--- config.mk ---
export PLATFORM = sky130hd
export DESIGN_NAME = pipe_ctrl_unit_flat
export DESIGN_NICKNAME = d
export VERILOG_FILES = /design/src/rtl/pipe_ctrl_unit_if.sv /design/src/rtl/pipe_ctrl_unit.sv /design/src/flat_wrapper.sv
export SDC_FILE = /design/constraint.sdc
export NUM_CORES = 1
export LEC_CHECK = 0
export ABC_CLOCK_PERIOD_IN_PS = 3100
export CORE_ASPECT_RATIO = 1.1
export CORE_MARGIN = 3
export CORE_UTILIZATION = 40
export DETAILED_ROUTE_END_ITERATION = 12
export DONT_BUFFER_PORTS = 1
export SLEW_MARGIN = 5
export SYNTH_ARGS = -nofsm -noshare
export SYNTH_HDL_FRONTEND = slang
export SYNTH_SLANG_ARGS = --single-unit
--- constraint.sdc ---
create_clock -name clk -period 3.1 [get_ports clk]
set_input_delay 0.465 -clock clk [delete_from_list [all_inputs] [get_ports clk]]
set_output_delay 0.465 -clock clk [all_outputs]
set_load 0.03 [all_outputs]
--- src/rtl/pipe_ctrl_unit_if.sv ---
// Request/response bundle between the pipeline stages and the pipeline control unit.
// The control unit takes the slave side; whoever drives stall requests and exceptions is the master.
interface pipe_ctrl_unit_if #(
    parameter int STALL_W = 6,
    parameter int PC_W    = 32,
    parameter int CNT_W   = 32
);
    logic [STALL_W-1:0] stallreq;
    logic               excp_req;
    logic [PC_W-1:0]    excp_pc;
    logic               clr_cnt;
    logic [STALL_W-1:0] stall;
    logic               flush;
    logic [PC_W-1:0]    new_pc;
    logic [CNT_W-1:0]   stall_cycles;
    logic               stall_timeout;

    modport master (
        output stallreq, excp_req, excp_pc, clr_cnt,
        input  stall, flush, new_pc, stall_cycles, stall_timeout
    );

    modport slave (
        input  stallreq, excp_req, excp_pc, clr_cnt,
        output stall, flush, new_pc, stall_cycles, stall_timeout
    );
endinterface

--- src/rtl/pipe_ctrl_unit.sv ---
// Pipeline control unit: prefix stall mask, registered one-cycle flush with redirect PC,
// saturating stall-cycle counter and sticky stall watchdog.
module pipe_ctrl_unit #(
    parameter int STALL_W = 6,
    parameter int PC_W    = 32,
    parameter int CNT_W   = 32,
    parameter int TIMEOUT = 64
) (
    input  logic            clk,
    input  logic            rst,
    pipe_ctrl_unit_if.slave bus
);

    localparam int RUN_W = (TIMEOUT > 0) ? $clog2(TIMEOUT + 1) : 1;
    localparam logic [RUN_W-1:0] RUN_MAX  = RUN_W'(TIMEOUT);
    localparam logic [RUN_W-1:0] RUN_LAST = RUN_W'(TIMEOUT - 1);

    typedef enum logic {RUN, FLUSH} state_t;

    state_t             state;
    state_t             state_next;
    logic [STALL_W-1:0] mask;
    logic               stall_active;
    logic [PC_W-1:0]    new_pc_q;
    logic [CNT_W-1:0]   stall_cycles_q;
    logic [RUN_W-1:0]   run_cnt;
    logic               stall_timeout_q;

    always_ff @(posedge clk) begin
        if (rst) begin
            state <= RUN;
        end else begin
            state <= state_next;
        end
    end

    // An exception raised during FLUSH belongs to a squashed instruction, so only RUN honours it.
    always_comb begin
        state_next = RUN;
        if (state == RUN && bus.excp_req) begin
            state_next = FLUSH;
        end
    end

    // Stage k stalling holds every earlier stage too: each bit is the OR of itself and all later requests.
    always_comb begin
        mask = '0;
        mask[STALL_W-1] = bus.stallreq[STALL_W-1];
        for (int i = STALL_W - 2; i >= 0; i--) begin
            mask[i] = mask[i+1] | bus.stallreq[i];
        end
    end

    always_comb begin
        bus.stall = mask;
        bus.flush = 1'b0;
        if (rst || state == FLUSH) begin
            bus.stall = '0;
        end
        if (state == FLUSH) begin
            bus.flush = 1'b1;
        end
    end

    assign stall_active = |bus.stall;

    always_ff @(posedge clk) begin
        if (rst) begin
            new_pc_q <= '0;
        end else if (state == RUN && bus.excp_req) begin
            new_pc_q <= bus.excp_pc;
        end
    end

    always_ff @(posedge clk) begin
        if (rst || bus.clr_cnt) begin
            stall_cycles_q <= '0;
        end else if (stall_active && stall_cycles_q != '1) begin
            stall_cycles_q <= stall_cycles_q + CNT_W'(1);
        end
    end

    // Run counter tracks the current unbroken stall run; the flag latches on the TIMEOUT-th stalled edge.
    always_ff @(posedge clk) begin
        if (rst || bus.clr_cnt) begin
            run_cnt         <= '0;
            stall_timeout_q <= 1'b0;
        end else begin
            if (!stall_active) begin
                run_cnt <= '0;
            end else if (run_cnt != RUN_MAX) begin
                run_cnt <= run_cnt + RUN_W'(1);
            end
            if (TIMEOUT != 0 && stall_active && run_cnt == RUN_LAST) begin
                stall_timeout_q <= 1'b1;
            end
        end
    end

    assign bus.new_pc        = new_pc_q;
    assign bus.stall_cycles  = stall_cycles_q;
    assign bus.stall_timeout = stall_timeout_q;

endmodule

--- src/flat_wrapper.sv ---
// flat-port wrapper written by rule: the top's interface ports become plain ports
module pipe_ctrl_unit_flat 
#(
    parameter int STALL_W = 6,
    parameter int PC_W    = 32,
    parameter int CNT_W   = 32,
    parameter int TIMEOUT = 64
)
  (clk, rst, bus_stallreq, bus_excp_req, bus_excp_pc, bus_clr_cnt, bus_stall, bus_flush, bus_new_pc, bus_stall_cycles, bus_stall_timeout);
  pipe_ctrl_unit_if #(.STALL_W(STALL_W), .PC_W(PC_W), .CNT_W(CNT_W)) bus_i ();
  input  logic clk;
  input  logic rst;
  input wire logic [$bits(bus_i.stallreq)-1:0] bus_stallreq;
  input wire logic [$bits(bus_i.excp_req)-1:0] bus_excp_req;
  input wire logic [$bits(bus_i.excp_pc)-1:0] bus_excp_pc;
  input wire logic [$bits(bus_i.clr_cnt)-1:0] bus_clr_cnt;
  output wire logic [$bits(bus_i.stall)-1:0] bus_stall;
  output wire logic [$bits(bus_i.flush)-1:0] bus_flush;
  output wire logic [$bits(bus_i.new_pc)-1:0] bus_new_pc;
  output wire logic [$bits(bus_i.stall_cycles)-1:0] bus_stall_cycles;
  output wire logic [$bits(bus_i.stall_timeout)-1:0] bus_stall_timeout;
  assign bus_i.stallreq = bus_stallreq;
  assign bus_i.excp_req = bus_excp_req;
  assign bus_i.excp_pc = bus_excp_pc;
  assign bus_i.clr_cnt = bus_clr_cnt;
  assign bus_stall = bus_i.stall;
  assign bus_flush = bus_i.flush;
  assign bus_new_pc = bus_i.new_pc;
  assign bus_stall_cycles = bus_i.stall_cycles;
  assign bus_stall_timeout = bus_i.stall_timeout;
  pipe_ctrl_unit #(.STALL_W(STALL_W), .PC_W(PC_W), .CNT_W(CNT_W), .TIMEOUT(TIMEOUT)) u_core (.clk(clk), .rst(rst), .bus(bus_i));
endmodule
-- After elaboration in Yosys (flattened, before gate mapping)
Index checks and enable logic that the tools add are counted.
- $add $sub $neg: 2
- reduce and logical (&&, ||, !) cells: 7
- eq/ne operators: 3
- bitwise operators: 7
- muxes and demuxes: 3
- operator list (kind ; count):
    $add 32x1->32 const B ; 1
    $ne 32x32->1 const B ; 1
    $add 7x1->7 const B ; 1
    $eq 7x6->1 const B ; 1
    $ne 7x7->1 const B ; 1
    $mux 6 ; 1
    $reduce_or 6->1 ; 1
    $or 1x1->1 ; 5
    $logic_and 1x1->1 ; 3
    $logic_or 1x1->1 ; 2
    $mux 1 ; 2
    $not 1->1 ; 2
    $reduce_or 2->1 ; 1
- output and inout bits: 72
- flip-flop bits (word level): 73
- word-level logic and storage cells: 27

-- Depth between registers and ports, before layout
Gate-level depths: netlist of run 1.
- depth in word-level cells: 9
- depth in mapped cells: 9
- mapped depth without buffers: 7

-- Worst setup path after synthesis of run 1
OpenSTA, ideal clock, no wires.
- path type: input to output
- start: in bus_stallreq[4]
- end: out bus_stall[0]
- data arrival time: 1.596 ns
- stages on the path: 4
- setup slack: 1.039 ns
- cell sequence: or4_4 o31ai_4 inv_2 buf_6
- longest elaborated chain between the ends: 6
- ends and longest elaborated chain (item ; RTL line ; RTL):
    start: declaration ; flat_wrapper.sv:13 ; input wire logic [$bits(bus_i.stallreq)-1:0] bus_stallreq;
    $or 1x1->1 (5 in a row) ; pipe_ctrl_unit.sv:50 ; mask[i] = mask[i+1] | bus.stallreq[i];
    $mux 6 ; pipe_ctrl_unit.sv:57 ; if (rst || state == FLUSH) begin
    end: declaration ; flat_wrapper.sv:17 ; output wire logic [$bits(bus_i.stall)-1:0] bus_stall;
Every way passes these cells.

-- Final worst setup path of run 1
- start: reg u_core.state
- end: reg u_core.stall_cycles_q[14] (netlist: u_core.bus.stall_cycles[14])
- longest elaborated chain between the ends: 4
- ends and longest elaborated chain (item ; RTL line ; RTL):
    start: declaration ; pipe_ctrl_unit.sv:20 ; state_t state;
    start signal: assignment ; pipe_ctrl_unit.sv:33 ; state <= state_next;
    $logic_or 1x1->1 ; pipe_ctrl_unit.sv:57 ;
    $mux 6 ; pipe_ctrl_unit.sv:57 ;
    via bus_stall[0] ; flat_wrapper.sv:17 ;
    $reduce_or 6->1 ; pipe_ctrl_unit.sv:65 ; assign stall_active = |bus.stall;
    $logic_and 1x1->1 ; pipe_ctrl_unit.sv:78 ; end else if (stall_active && stall_cycles_q != '1) begin
    end signal: assignment ; pipe_ctrl_unit.sv:79 ; stall_cycles_q <= stall_cycles_q + CNT_W'(1);
    end: declaration ; pipe_ctrl_unit.sv:25 ; logic [CNT_W-1:0] stall_cycles_q;
The timed path passes the listed nets, and every way through them passes these cells.
A chain may end at the register's enable or synchronous reset.

==> results of run 1 <==
## worst paths after layout
kind	endpoint	slack, ns	cells after the start
max	u_core.bus.stall_cycles[14]	0.82	6
min	u_core.bus.new_pc[20]	0.17	1
max reg2reg	u_core.bus.stall_cycles[14]	0.82	6
min reg2reg	u_core.run_cnt[5]	0.57	2
## where the power goes
| group | total [mW] | internal (mW) | switching (mW) |
|---|---|---|---|
| clock | 0.842 | 0.462 | 0.380 |
| combinational | 0.0962 | 0.0286 | 0.0676 |
| sequential | 1.03 | 0.963 | 0.0703 |
## cells in the final DEF (no fill, tap or decap), types with 2 or more instances in the layout
cell type	instances
nand2_1	80
dfxtp_1	73
a21oi_1	57
nand3_1	20
nor2_1	19
or3_1	16
o21ai_1	14
or4_1	12
nand4_1	11
o31ai_1	11
clkbuf_8	9
and2_1	6
and3_1	6
inv_1	5
o21a_1	3
nand4_2	3
xnor2_1	3
o211ai_1	3
a21oi_2	3
ha_1	3
inv_6	3
and3_4	2
nand2b_1	2
xor2_1	2
a311o_1	2
bufinv_16	2
buf_4	2
## metrics by stage
| step | util, % | instances | instance area [sq um] |
|---|---|---|---|
| final | 44.7 | 506 | 3590 |
| after CTS | 44.7 | 506 | 3590 |
| after global routing | 44.7 | 506 | 3590 |
| after floorplan | - | 403 | 3360 |
| after detailed placement | 41.9 | 490 | 3370 |
| after global placement | 41.9 | 490 | 3370 |
## kinds of logic after synthesis
logic type,after synthesis,share of synthesized area [%]
AO/OA/AOI/OAI,100,17.8
XOR/XNOR,5,1.30
adder cells (fa/ha/maj),3,1.12
buffers and inverters,29,5.02
flip-flops,73,43.5
multiplexers,1,0.298
AND/OR/NAND/NOR,192,31.0
## layer usage
layer | vias to the layer above | global-route usage [%] | routed length, um
li1 | 1438 | - | -
met1 | 1334 | 20.3 | 3340
met4 | 0 | 7.44 | 129
met3 | 10 | 6.55 | 760
met2 | 87 | 26.3 | 3740
met5 | - | 0 | 0
## cells in the mapped netlist, types with 6 or more instances
master | n | area (sq um)
a21oi_1 | 57 | 285
and2_1 | 6 | 37.5
and3_1 | 6 | 37.5
buf_6 | 8 | 90.1
clkbuf_1 | 15 | 56.3
dfxtp_1 | 73 | 1460
nand2_1 | 80 | 300
nand3_1 | 20 | 100
nand4_1 | 11 | 68.8
nor2_1 | 19 | 71.3
o21ai_1 | 14 | 70.1
o31ai_1 | 11 | 82.6
or3_1 | 16 | 100
or4_1 | 12 | 90.1
## worst max-delay path: stages (launching register included)
cell	delay, ns
dfxtp_1	0.46
nor2_4	0.26
o31ai_4	0.17
inv_2	0.43
nand3_1	0.29
or4_1	0.46
a21oi_1	0.15
## state kept, by name (all words and copies together) (netlist names)
signal,flops
u_core.run_cnt,7
u_core.bus.new_pc,32
u_core.bus.stall_timeout,1
u_core.state,1
u_core.bus.stall_cycles,32
## final cells by class
cell class	instances	area (sq um)	area share, %
clock buffer	9	124	3.45
tap	108	135	3.76
timing repair buffer	2	15.0	0.418
inverter	6	22.5	0.627
multi-input combinational	301	1730	48.3
clock inverter	7	100	2.79
sequential	73	1460	40.7
==> impl_metrics.yaml, run 1 <==
synthesis:
  synthDistinctLibCells: 49
  syn-instance-count: 403
  synthFlopType: "dfxtp_1"
  synth_area_per_cell_sq_um: 8.34
  yosysWarnings: 0
  syn_nets: 448
  synth-seq-cells: 73
  synth_edf_count: 0
  synth_area_sq_um: 3360
  ys_seq_area_share_pct: 43.5
  async_flop_share_pct: 0
routing:
  drc: 0
  via_per_inst: 5.67
  num_vias: 2869
  drtPass1Iterations: 4
  wirelength_um: 7970
  ant_nets: 0
  avgRoutedWirePerCell_um: 15.8
  first_iter_violations: 122
pwr:
  power_mw: 1.97
  power.density_nw_per_um2: 549
  peakVddDrop_mv: 0.286
  p_leak_nw: 1.21
timing:
  min_period_ns: 2.28
  setup_viol: 0
  hold_ws_ns: 0.172
  slew_violations: 0
  finalHoldViolCount: 0
  max_freq_mhz: 439
  setup_tns_ns: 0
  setup_slack_ns: 0.821
  worst_pin_slew_ns: 0.733
  fin_worst_skew_ns: 0.0144
  period_share_pct: 73.5
  slew_headroom_pct: 50.9
  rsz0062_at_grt: "no"
critical_path:
  timing.rr.start: "u_core.state"
  endpoint_kind: "flip-flop"
  cp_max_fo: 23
  worstPathRequired_ns: 3.38
  critPathKind: "flip-flop to flip-flop"
  cp-start-kind: "flip-flop"
  crit_start: "u_core.state"
  cp.arrival_ns: 2.56
final_layout:
  nFillCells: 799
  area_delta_synth_final_pct: 6.85
  n_antenna_cell: 0
  layout-drive-gt1-share_pct: 9.55
  nNetsFinal: 438
hold_path:
  hold_start: "rst"
  hold_class: "input pin to flip-flop"
clock_tree:
  ctsResizeCount: 0
  cts-root-to-sink-buffers: 2
  clk_pin_slew_ns: 0.09
  cts_made_buffers: 9
  cts_sinks: 73
  clk_latency_ns: 0.35
  postCtsHoldBufs: 0
  cts-root-buf: "clkbuf_8"
  post_cts_buffers: 0
  htree_levels: 3
  cts_tree: "built"
floorplan:
  core_area_sq_um: 8040
  num_rows: 34
  initial_utilization_pct: 41.8
  die_area_sq_um: 9540
  ios: 114
  fp.dieW_um: 93.4
  die_h_um: 102
grt:
  grt.overflow.total: 0
  track_usage_pct: 16.7
  grt_max_degree: 45
  grt_antenna_before_repair: 0
  grt_pass1_wl_um: 12800
  grt_pass1_vias: 2613
placement:
  io_buffers: 0
  gp_congestion: 0.756
  pre_cts_ws_ns: 0.701
  dp_hpwl_um: 5650
run:
  maxCapViolations: 0
run_status:
  outcome: "completed"
(Power assumes the default switching activity.)
==> run 2, diff against run 1 <==
Settings changed: ABC_AREA from default to 1, ABC_CLOCK_PERIOD_IN_PS 3100 to 2400.
Clock period 3.1 ns to 2.4 ns, I/O delays scaled along.
==> run 2 against run 1 <==
Against the previous run:
- combinational power increased by 90%
- cell count grew 40%
- routed wire length is 25% higher
- global-route usage rose by 2.9 points
- hold slack got worse by 0.11 ns
- via count is 24% higher
- cell area up 18%
- setup slack worse by 0.34 ns
- clock power rose by 24%
- sequential share of layout area shrank 6.3 points
- clock skew fell by 0.0037 ns
==> impl_metrics.yaml, run 2 <==
synthesis:
  syn_nets: 604
  ys_seq_area_share_pct: 39.5
  synthDistinctLibCells: 27
  synth_area_per_cell_sq_um: 6.62
  async_flop_share_pct: 0
  synth_area_sq_um: 3700
  synth.top_cell.area_share_pct: 39.5
  synth-seq-cells: 73
  synth_area_leader_cell: "dfxtp_1"
  syn-instance-count: 559
  synth_top_cells_by_count: "nand2_1, nor2_1, dfxtp_1"
  yosysWarnings: 0
  synth_edf_count: 0
  synthMostInstantiatedCell: "nand2_1"
  synthFlopType: "dfxtp_1"
  synthTopCellsByArea: "dfxtp_1, nand2_1, nor2_1"
placement:
  gp_congestion: 0.898
  pre_cts_ws_ns: 0.500
  dp_cells: 694
  io_buffers: 0
  dpl_cell_area_sq_um: 4040
  dp_hpwl_um: 7560
clock_tree:
  cts_tree: "built"
  cts-root-to-sink-buffers: 2
  cts_made_buffers: 9
  clk_latency_ns: 0.35
  cts-root-buf: "clkbuf_8"
  post_cts_buffers: 0
  postCtsHoldBufs: 0
  ctsResizeCount: 0
  clk_pin_slew_ns: 0.09
  cts_sinks: 73
  htree_levels: 3
grt:
  grt_pass1_wl_um: 16600
  track_usage_pct: 19.7
  grt.overflow.total: 0
  grt_pass1_vias: 3527
  grt_max_degree: 35
  grt_antenna_before_repair: 0
floorplan:
  fp.dieW_um: 97.7
  die_h_um: 107
  initial_utilization_pct: 41.5
  ios: 114
  die_area_sq_um: 10400
  core_area_sq_um: 8920
  num_rows: 36
critical_path:
  cp_max_fo: 19
  endpoint_kind: "flip-flop"
  cp-start-kind: "flip-flop"
  worstPathRequired_ns: 2.69
  critPathKind: "flip-flop to flip-flop"
  cp.arrival_ns: 2.21
routing:
  via_per_inst: 4.99
  num_vias: 3545
  drc: 0
  wirelength_um: 9940
  ant_nets: 0
  first_iter_violations: 103
  drtPass1Iterations: 4
  avgRoutedWirePerCell_um: 14.0
pwr:
  peakVddDrop_mv: 0.393
  power.density_nw_per_um2: 602
  p_leak_nw: 1.65
final_layout:
  fin_cells: 710
  most-common-layout-cells: "nand2_1, nor2_1, dfxtp_1"
  fin_area_sq_um: 4250
  seq_area_sq_um: 1460
  nFillCells: 924
  area_delta_synth_final_pct: 14.7
  layout-drive-gt1-share_pct: 13.9
  layout_commonest_cell: "nand2_1"
  post-route-util_pct: 47.6
  nNetsFinal: 636
  n_antenna_cell: 0
  multiInputGateArea_sq_um: 1990
timing:
  max_freq_mhz: 521
  finalHoldViolCount: 0
  fin_worst_skew_ns: 0.0107
  slew_headroom_pct: 57.2
  setup_tns_ns: 0
  min_period_ns: 1.92
  rsz0062_at_grt: "no"
  setup_viol: 0
  period_share_pct: 79.9
  slew_violations: 0
  worst_pin_slew_ns: 0.644
  setup_slack_ns: 0.482
hold_path:
  hold_class: "input pin to flip-flop"
run_status:
  outcome: "completed"
run:
  maxCapViolations: 0
==> run 2: where the power goes <==
group / total (mW) / leakage, nW / switching [mW] / internal, mW
Combinational: 0.183 / 0.952 / 0.135 / 0.0486
Clock: 1.04 / 0.107 / 0.520 / 0.522
Sequential: 1.33 / 0.594 / 0.0859 / 1.25
==> run 2: cell families (layout without fill, tap and decap cells) <==
family	count (synthesis)	in the layout	synth area share [%]
simple gates	343	343	38.9
flops	73	73	39.5
buf+inv	58	95	6.79
fa+ha+maj	3	3	1.01
xor+xnor	17	17	4.02
compound gates	65	65	9.80
==> run 2: routing by layer <==
metal	share of wire [%]	global-route usage (%)	vias to the layer above
li1	-	-	1811
met1	41	22.3	1568
met2	48	33.6	145
met3	9.0	6.38	21
met4	2.7	8.80	0
met5	0	0	-
==> run 2: path summary, 6_finish.rpt <==
check / startpoint / endpoint / slack, ns / depth (start not counted)
worst max-delay path: u_core.bus.stall_cycles[0] / u_core.bus.stall_cycles[4] / 0.48 / 10
worst min register to register: u_core.run_cnt[0] / u_core.run_cnt[0] / 0.51 / 2
worst min-delay path: rst / u_core.bus.new_pc[26] / 0.06 / 1
worst max register to register: u_core.bus.stall_cycles[0] / u_core.bus.stall_cycles[4] / 0.48 / 10
==> run 2: through the flow <==
stage / total power [mW] / hold WS, ns
final: 2.56 / 0.0621
after global routing: 2.67 / 0.0298
after CTS: 2.59 / 0.0419
after detailed placement: 1.55 / 0.434
after global placement: 1.54 / 0.431
after floorplan: 1.52 / 0.463
==> run 2: cell type report <==
class                   instances  area share, %
clock inverters                 6           1.74
repair buffers                 38           6.72
inverters                      41           3.62
well taps                     114           3.36
flip-flops and latches         73           34.4
clock buffers                  10           3.24
multi-input cells             428           46.9
==> run 2: critical path: stages (launching register included) <==
cell	delay, ns
dfxtp_1	0.34
ha_1	0.23
nand2_2	0.10
nor2_4	0.15
nand2_4	0.09
nor2_8	0.15
nand2_4	0.10
nand2_4	0.15
buf_4	0.27
nand2_1	0.11
a21oi_2	0.15
==> run 3, diff against run 2 <==
Settings changed: ABC_AREA 1 to 0, ABC_CLOCK_PERIOD_IN_PS 2400 to 1700.
Clock period 2.4 ns to 1.7 ns, I/O delays scaled along.
==> run 3 against run 2 <==
Against the previous run:
- the run now ends with setup timing left
- via count fell by 5.1%
- register-to-register slack got worse by 0.63 ns
- clock-buffer cell count increased by 1
- utilization up 10 points
- routed wire length shrank 1.0%
- total power rose by 40%
- die area down 8.7%
- fmax is 3.9% higher
- clock power up 44%
- cell count down 16%
- global-route usage down 0.44 points
- non-clock buffer count increased by 56
- critical endpoint is now u_core.bus.stall_cycles[13]
==> impl_metrics.yaml, run 3 (synthesis results as in run 1) <==
run_status:
  outcome: "finished with violations"
  violations: "setup timing"
timing:
  max_freq_mhz: 542
  rsz0062_at_grt: "yes"
  period_share_pct: 109
  min_period_ns: 1.85
  slew_headroom_pct: 22.2
  setup_tns_ns: -1.38
  hold_ws_ns: 0.0403
  slew_violations: 0
  worst_pin_slew_ns: 1.16
  setup_viol: 26
  fin_worst_skew_ns: 0.0114
  finalHoldViolCount: 0
  setup_slack_ns: -0.145
critical_path:
  r2r-end: "u_core.bus.stall_cycles[13]"
  reg2reg_slack_ns: -0.15
  cp.arrival_ns: 2.13
  critPathKind: "flip-flop to flip-flop"
  cp_max_fo: 6
  cp-start-kind: "flip-flop"
  worstPathRequired_ns: 1.99
  rr_worst_depth: 8
  endpoint_kind: "flip-flop"
  timing.rr.start: "u_core.bus.stall_cycles[0]"
floorplan:
  fp.dieW_um: 93.4
  num_rows: 34
  die_area_sq_um: 9540
  initial_utilization_pct: 41.8
  die_h_um: 102
  core_area_sq_um: 8040
  ios: 114
clock_tree:
  cts-root-to-sink-buffers: 2
  cts_tree: "built"
  cts_sinks: 73
  clk_pin_slew_ns: 0.09
  clk_latency_ns: 0.34
  htree_levels: 3
  cts-root-buf: "clkbuf_8"
  cts_made_buffers: 9
routing:
  num_vias: 3365
  drtPass1Iterations: 5
  avgRoutedWirePerCell_um: 16.4
  via_per_inst: 5.62
  wirelength_um: 9830
  first_iter_violations: 144
  drc: 0
  ant_nets: 0
grt:
  grt_antenna_before_repair: 0
  grt.overflow.total: 0
  grt_pass1_wl_um: 14700
  grt_pass1_vias: 3089
  track_usage_pct: 19.2
  grt_max_degree: 33
pwr:
  p_int_mw: 2.62
  pwr-share-comb_pct: 6.8
  power.density_nw_per_um2: 770
  switchingPower_mw: 0.960
  p_leak_nw: 1.79
  power_frac_seq_pct: 51.3
  p_clk_share_pct: 41.8
  peakVddDrop_mv: 0.665
  sw_frac_of_total_pct: 26.8
placement:
  dp_cells: 570
  gp_congestion: 0.834
  dp_hpwl_um: 6690
  io_buffers: 0
  pre_cts_ws_ns: -0.108
  dpl_cell_area_sq_um: 4120
final_layout:
  most-common-layout-cells: "nand2_1, buf_4, a21oi_1"
  fin_area_sq_um: 4650
  area_delta_synth_final_pct: 38.3
  n_antenna_cell: 0
  fin_cells: 599
  layout-drive-gt1-share_pct: 38.1
  nNetsFinal: 531
hold_path:
  hold_class: "input pin to flip-flop"
  hold_path_depth: 2
  min_to: "u_core.bus.new_pc[11]"
  hold_start: "bus_excp_pc[11]"
run:
  maxCapViolations: 0
[run 3: power groups by stage]
stage,logic [mW],registers (mW),clock network [mW]
floorplan,0.166,1.88,0
CTS,0.243,1.84,1.54
finish,0.244,1.84,1.50
global placement,0.222,1.88,0
detailed placement,0.231,1.88,0
global route,0.269,1.85,1.61
[run 3: critical path, stage by stage (launching register included)]
cell       delay (ns)
dfxtp_4          0.37
ha_4             0.15
nand3_2          0.09
nor4_4           0.37
and3_4           0.35
clkbuf_16        0.17
buf_4            0.11
o211ai_1         0.11
nand2_1          0.08
[run 3: cell type report]
class | count | area (sq um)
clock buffers | 11 | 163
clock inverters | 5 | 58.8
fillers | 706 | 3390
inverters | 6 | 22.5
multi-input cells | 302 | 1890
flip-flops and latches | 73 | 1560
well taps | 108 | 135
repair buffers | 94 | 815
[run 3: per-stage QoR]
step	utilization, %	power, mW
after floorplan	-	2.04
after global placement	51.3	2.10
after detailed placement	51.3	2.11
after CTS	54.6	3.62
after global routing	57.8	3.72
final	57.8	3.58
[run 3: how the worst max path moves through the flow]
| stage | from | to | slack (ns) | cells past startpoint |
|---|---|---|---|---|
| 2_1_floorplan | u_core.bus.stall_cycles[0] | u_core.bus.stall_cycles[25] | -0.12 | 6 |
| 3_3_place_gp | u_core.bus.stall_cycles[0] | u_core.bus.stall_cycles[27] | -0.08 | 6 |
| 3_5_place_dp | u_core.bus.stall_cycles[0] | u_core.bus.stall_cycles[29] | -0.11 | 6 |
| 4_1_cts | u_core.bus.stall_cycles[0] | u_core.bus.stall_cycles[20] | -0.08 | 7 |
| 5_1_grt | u_core.bus.stall_cycles[0] | u_core.bus.stall_cycles[13] | -0.21 | 8 |
| 6_report | u_core.bus.stall_cycles[0] | u_core.bus.stall_cycles[13] | -0.15 | 8 |
[run 3: metal layers]
layer / GRT usage, % / share of wire [%] / up-vias
met5: 0 / 0 / -
met4: 7.89 / 1.5 / 0
met3: 5.82 / 8.7 / 13
met2: 32.8 / 51 / 146
met1: 22.5 / 39 / 1584
li1: - / - / 1622
[run 3: what timing repair did]
item,4_1_cts,5_1_grt
pin swaps,2,16
resized for setup,9,32
hold buffers,1,0
buffers inserted,0,8
hold endpoints to repair,32,0
endpoints found under the setup margin,13,27
gates cloned,0,5
